## config.mk

```make
export PLATFORM = sky130hd
export DESIGN_NAME = store_stage
export DESIGN_NICKNAME = d
export VERILOG_FILES = /design/src/rtl/store_stage.sv
export SDC_FILE = /design/constraint.sdc
export NUM_CORES = 1
export LEC_CHECK = 0
export ABC_AREA = 1
export CAP_MARGIN = 20
export CORE_UTILIZATION = 43
export DETAILED_ROUTE_END_ITERATION = 7
export GPL_TIMING_DRIVEN = 0
export MAX_ROUTING_LAYER = met4
export PLACE_DENSITY = 0.81
export SETUP_SLACK_MARGIN = 0.3
export SLEW_MARGIN = 20
export SYNTH_ARGS = -nofsm -noshare
export SYNTH_HDL_FRONTEND = slang
export SYNTH_SLANG_ARGS = --single-unit
```

## constraint.sdc

```tcl
create_clock -name clk -period 1.6 [get_ports clk]
set_clock_uncertainty 0.05 [all_clocks]
set_input_delay 0.32 -clock clk [delete_from_list [all_inputs] [get_ports clk]]
set_output_delay 0.32 -clock clk [all_outputs]
set_load 0.005 [all_outputs]
```

## src/rtl/store_stage.sv

```systemverilog
// Store (writeback) stage: retires execute-stage results into the register file,
// the memory write bus, or a fetch redirect, and counts retired instructions.
module store_stage #(
    parameter int CORE_ID = 0,
    parameter int ADDR_W  = 21,
    parameter int DATA_W  = 64
) (
    input  logic              clk,
    input  logic              rst_n,
    input  logic              ex_valid,
    output logic              ex_ready,
    input  logic [1:0]        ex_op,
    input  logic [4:0]        ex_reg,
    input  logic [DATA_W-1:0] ex_value,
    input  logic [ADDR_W-1:0] ex_addr,
    input  logic [1:0]        ex_size,
    output logic              rf_we,
    output logic [4:0]        rf_waddr,
    output logic [DATA_W-1:0] rf_wdata,
    output logic              mem_req,
    output logic [ADDR_W-1:0] mem_addr,
    output logic [DATA_W-1:0] mem_wdata,
    output logic [7:0]        mem_wmask,
    input  logic              mem_ack,
    output logic              redirect_valid,
    output logic [ADDR_W-1:0] redirect_pc,
    output logic [31:0]       retired_count,
    output logic              misalign_err
);

    localparam logic [1:0] ST_IDLE    = 2'd0;
    localparam logic [1:0] ST_MEM_REQ = 2'd1;
    localparam logic [1:0] ST_FLUSH   = 2'd2;

    localparam logic [1:0] OP_NOP    = 2'd0;
    localparam logic [1:0] OP_REG_WB = 2'd1;
    localparam logic [1:0] OP_STORE  = 2'd2;
    localparam logic [1:0] OP_JUMP   = 2'd3;

    logic [1:0]        state;
    logic [1:0]        state_nxt;
    logic              take;
    logic              aligned;
    logic              store_go;
    logic              ack_done;
    logic              retire;
    logic [2:0]        offset;
    logic [15:0]       mask_wide;
    logic [DATA_W-1:0] wdata_shifted;

    assign take     = ex_valid && ex_ready;
    assign offset   = ex_addr[2:0];
    assign store_go = take && (ex_op == OP_STORE) && aligned;
    assign ack_done = (state == ST_MEM_REQ) && mem_ack;
    assign retire   = ack_done || (take && (ex_op != OP_STORE));

    // Aligned when the byte offset is a multiple of the access size.
    always_comb begin
        aligned = 1'b0;
        case (ex_size)
            2'd0:    aligned = 1'b1;
            2'd1:    aligned = (offset[0] == 1'b0);
            2'd2:    aligned = (offset[1:0] == 2'b00);
            default: aligned = (offset == 3'b000);
        endcase
    end

    assign mask_wide     = ((16'd1 << (4'd1 << ex_size)) - 16'd1) << offset;
    assign wdata_shifted = ex_value << {offset, 3'b000};

    // NOTE: every variable gets a default before the case so no latch is inferred.
    always_comb begin
        state_nxt = state;
        case (state)
            ST_IDLE: begin
                if (take && (ex_op == OP_JUMP)) state_nxt = ST_FLUSH;
                else if (store_go)              state_nxt = ST_MEM_REQ;
            end
            ST_MEM_REQ: if (mem_ack) state_nxt = ST_IDLE;
            default:    state_nxt = ST_IDLE;
        endcase
    end

    // NOTE: sequential state uses non-blocking assignments so all registers update together.
    always_ff @(posedge clk or negedge rst_n) begin
        if (!rst_n) begin
            state          <= ST_IDLE;
            ex_ready       <= 1'b0;
            rf_we          <= 1'b0;
            rf_waddr       <= '0;
            rf_wdata       <= '0;
            mem_req        <= 1'b0;
            mem_addr       <= '0;
            mem_wdata      <= '0;
            mem_wmask      <= '0;
            redirect_valid <= 1'b0;
            redirect_pc    <= '0;
            retired_count  <= '0;
            misalign_err   <= 1'b0;
        end else begin
            state          <= state_nxt;
            ex_ready       <= (state_nxt == ST_IDLE);
            rf_we          <= take && (ex_op == OP_REG_WB);
            redirect_valid <= take && (ex_op == OP_JUMP);

            if (take && (ex_op == OP_REG_WB)) begin
                rf_waddr <= ex_reg;
                rf_wdata <= ex_value;
            end
            if (take && (ex_op == OP_JUMP)) redirect_pc <= ex_value[ADDR_W-1:0];

            // Store outputs are captured once and held until the bus acknowledges.
            if (store_go) begin
                mem_req   <= 1'b1;
                mem_addr  <= {ex_addr[ADDR_W-1:3], 3'b000};
                mem_wdata <= wdata_shifted;
                mem_wmask <= mask_wide[7:0];
            end else if (ack_done) begin
                mem_req <= 1'b0;
            end

            if (take && (ex_op == OP_STORE) && !aligned) misalign_err <= 1'b1;
            if (retire) retired_count <= retired_count + 32'd1;
        end
    end

endmodule

```

==> flow_summary_export.csv <==
group,metric,value,unit
cts,clk_pin_slew,70,ps
route,drtAntennaViolNets,0,
logic_synthesis,ys_warn_count,0,
cts,cts_made_buffers,26,
route,drt_iter0_drc,1297,
critical_path,crit_fanout,2,
global_routing,grt_max_degree,90,
timing,slew_headroom,0.614,
global_routing,grt.busiest_layer,"met2",
die,initial_utilization,0.440,
pwr,p_leak,9.10,nW
cts,clock_sinks,219,
pwr,pwr_density_cell,1130,nW/um2
route,viasPerCell,5.41,
global_routing,antenna_found_initial,1,
die,boundaryPins,318,
placement,dp_cells,2078,
timing,min_period,1570,ps
cts,root_buffer,"clkbuf_16",
final_layout,area_growth,61.1,%
global_routing,overflow,0,
timing,rsz0062_at_grt,"true",
die,rows,57,
logic_synthesis,netlist_instances,1437,
die,die_y,160,um
logic_synthesis,ys_ff_latch,219,
route,dr_total_vias,12400,
final_layout,final-instance-count-excl-fill,2290,
global_routing,grtUsageMet3,0.0595,
timing,finalHoldViolations,0,
timing,setup_viol,0,
route,wl_per_cell,19.4,um
timing,slew_viol_final,0,
global_routing,use_met1,0.411,
cts,cts_tree,"done",
placement,post-dp-hpwl,29300,um
route,drc,0,
critical_path,cp.arrival,1200,ps
die,core_area,24400,um2
final_layout,layout-drive-gt1-share,0.335,
placement,portBuffers,313,
critical_path,max_stage_delay,390,ps
critical_path,cp-start-kind,"register",
placement,place_congestion,1.01,
status,status,"complete, no violations",
critical_path,slowest_stage,"dfrtp_1",
min_path,hold_class,"in2reg",
timing,worst_pin_slew,579,ps
logic_synthesis,synth_area_per_cell,7.47,um2
timing,max_freq,0.636,GHz
critical_path,path_cells,"buf_4 > buf_2",
final_layout,finish.net_count,2046,
global_routing,grt_pass1_vias,11700,
die,dieWidth,160,um
die,die_area,25600,um2
global_routing,grt_pass1_wl,63300,um
logic_synthesis,netlist_area,10700,um2
logic_synthesis,ys_seq_area_frac,0.511,
cts,worstSkewPairLatency,550,ps
logic_synthesis,ys_types,37,
global_routing,gr-usage-met2,0.528,
critical_path,cp.required,1230,ps
critical_path,end_kind,"output port",
route,wirelength,44400,um
critical_path,crit_type,"reg2out",
route,dr.pass1.iters,8,
global_routing,track_usage,0.326,
cts,htreeDepth,1,
flow_run,cap_violations,0,
timing,setup_tns,0,ps
timing,post-route-period-util,0.983,
critical_path,crit_start,"retired_count[3]",
min_path,min-delay-start,"ex_addr[2]",
pwr,ir_drop,0.794,mV
critical_path,rr_startpoint,"retired_count[0]",
cts,clockBufferDepth,3,
## cell type report
cell class | count | area [um2]
clock buffers | 37 | 772
repair buffers | 479 | 4130
plain buffers | 73 | 651
multi-input cells | 1070 | 5380
clock inverters | 10 | 146
inverters | 77 | 307
fillers | 1851 | 7110
flip-flops and latches | 219 | 5500
diodes | 1 | 2.50
well taps | 324 | 405
## final timing paths
kind | to | slack (ps) | depth (start not counted)
worst max-delay path | retired_count[3] | 30 | 2
worst min-delay path | mem_wdata[19] | 230 | 5
worst max register to register | retired_count[16] | 30 | 9
worst min register to register | mem_addr[10] | 410 | 2
max in group asynchronous | retired_count[2] | 350 | 3
min in group asynchronous | rf_wdata[42] | 270 | 2
## synth_stat cells
| library cell | number | share of area |
|---|---|---|
| a21oi_1 | 23 | 0.011 |
| a21oi_4 | 1 | 0.0015 |
| a31oi_1 | 1 | 0.00058 |
| buf_1 | 4 | 0.0014 |
| buf_2 | 32 | 0.015 |
| buf_4 | 9 | 0.0063 |
| buf_6 | 9 | 0.0094 |
| clkbuf_1 | 19 | 0.0066 |
| clkinv_1 | 1 | 0.00035 |
| conb_1 | 1 | 0.00035 |
| dfrtp_1 | 219 | 0.51 |
| ha_1 | 2 | 0.0023 |
| inv_1 | 72 | 0.025 |
| inv_2 | 4 | 0.0014 |
| nand2_1 | 713 | 0.25 |
| nand2_2 | 4 | 0.0023 |
| nand2_4 | 1 | 0.0010 |
| nand3_1 | 88 | 0.041 |
| nand3b_1 | 4 | 0.0028 |
| nand4_1 | 1 | 0.00058 |
| nor2_1 | 88 | 0.031 |
| nor2_2 | 2 | 0.0012 |
| nor2_4 | 1 | 0.0010 |
| nor2_8 | 1 | 0.0019 |
| nor3_2 | 1 | 0.00093 |
| nor3_4 | 1 | 0.0015 |
| nor4_1 | 1 | 0.00058 |
| o211ai_1 | 12 | 0.0084 |
| o21ai_0 | 89 | 0.042 |
| o21ai_1 | 6 | 0.0028 |
| o21ai_2 | 1 | 0.00082 |
| o21bai_1 | 1 | 0.00070 |
| o22ai_1 | 8 | 0.0047 |
| o22ai_2 | 1 | 0.0012 |
| or2_2 | 1 | 0.00058 |
| xnor2_1 | 7 | 0.0057 |
| xor2_1 | 8 | 0.0065 |
## cells by family (layout without fill, tap and decap cells)
family | after synthesis | after routing | share of synthesized area
AND/OR/NAND/NOR | 907 | 907 | 0.336
flip-flops | 219 | 219 | 0.511
buffers and inverters | 150 | 676 | 0.0657
AO/OA/AOI/OAI | 143 | 143 | 0.0729
XOR/XNOR | 15 | 15 | 0.0122
adder cells (fa/ha/maj) | 2 | 2 | 0.00233
other | 1 | 4 | 0.000350
## worst max-delay path, delay by kind of cell (launching register included)
family / cells / cell delay [ps]
flops: 1 / 390
buf+inv: 2 / 270
## power by group
group          leakage (nW)  switching, W  total [W]  internal, W
logic                  5.88       0.00292    0.00590      0.00298
registers              2.76      0.000719    0.00737      0.00665
clock network         0.451       0.00245    0.00629      0.00384
## routing by layer
| metal | vias up | routed length (um) |
|---|---|---|
| li1 | 5525 | - |
| met1 | 5905 | 16600 |
| met2 | 791 | 21400 |
| met3 | 177 | 4250 |
| met4 | 0 | 2090 |
| met5 | - | 0 |
## registers in the layout, summed over array words and instances, names as in the netlist, 2 cells and up
signal         count
mem_addr          18
rf_wdata          64
redirect_pc       21
mem_wdata         64
state              2
retired_count     32
rf_waddr           5
mem_wmask          8
## cell usage in the layout, fill, tap and decap left out, types with 9 or more instances in the layout
cell type and instances:
buf_6 61, o21ai_0 35, dfrtp_2 13, o21ai_2 14
inv_1 67, clkdlybuf4s15_1 18, nor2_4 34, dfrtp_1 206
nand3_1 84, buf_8 16, clkbuf_1 9, clkbuf_2 46
clkdlybuf4s50_1 91, nor2_2 21, buf_4 124, buf_2 129
nand2_1 624, nand2_2 65, dlygate4sd2_1 25, clkbuf_16 38
buf_12 9, a21oi_1 16, nand2_4 27, o21ai_1 47
o211ai_1 12, nor2_1 36
## timing repair
action | 4_1_cts | 5_1_grt
hold endpoints to repair | 65 | 0
setup buffers | 104 | 41
setup endpoints to repair | 431 | 524
gates resized for setup | 744 | 379
pin swaps | 22 | 77
cloned | 5 | 13
hold buffers | 1 | 0
## through the flow
step | setup slack, ps | power (W) | hold slack [ps] | cell area (um2) | util
floorplan | 187 | 0.00903 | -25.6 | 10800 | -
global placement | -9890 | 0.0123 | 403 | 14400 | 0.590
detailed placement | -923 | 0.0124 | 266 | 14400 | 0.592
CTS | 31.9 | 0.0186 | 219 | 16000 | 0.654
global route | -47.2 | 0.0204 | 253 | 17300 | 0.708
finish | 27.4 | 0.0196 | 235 | 17300 | 0.708
Note: power is estimated with default switching activity, not from simulation.
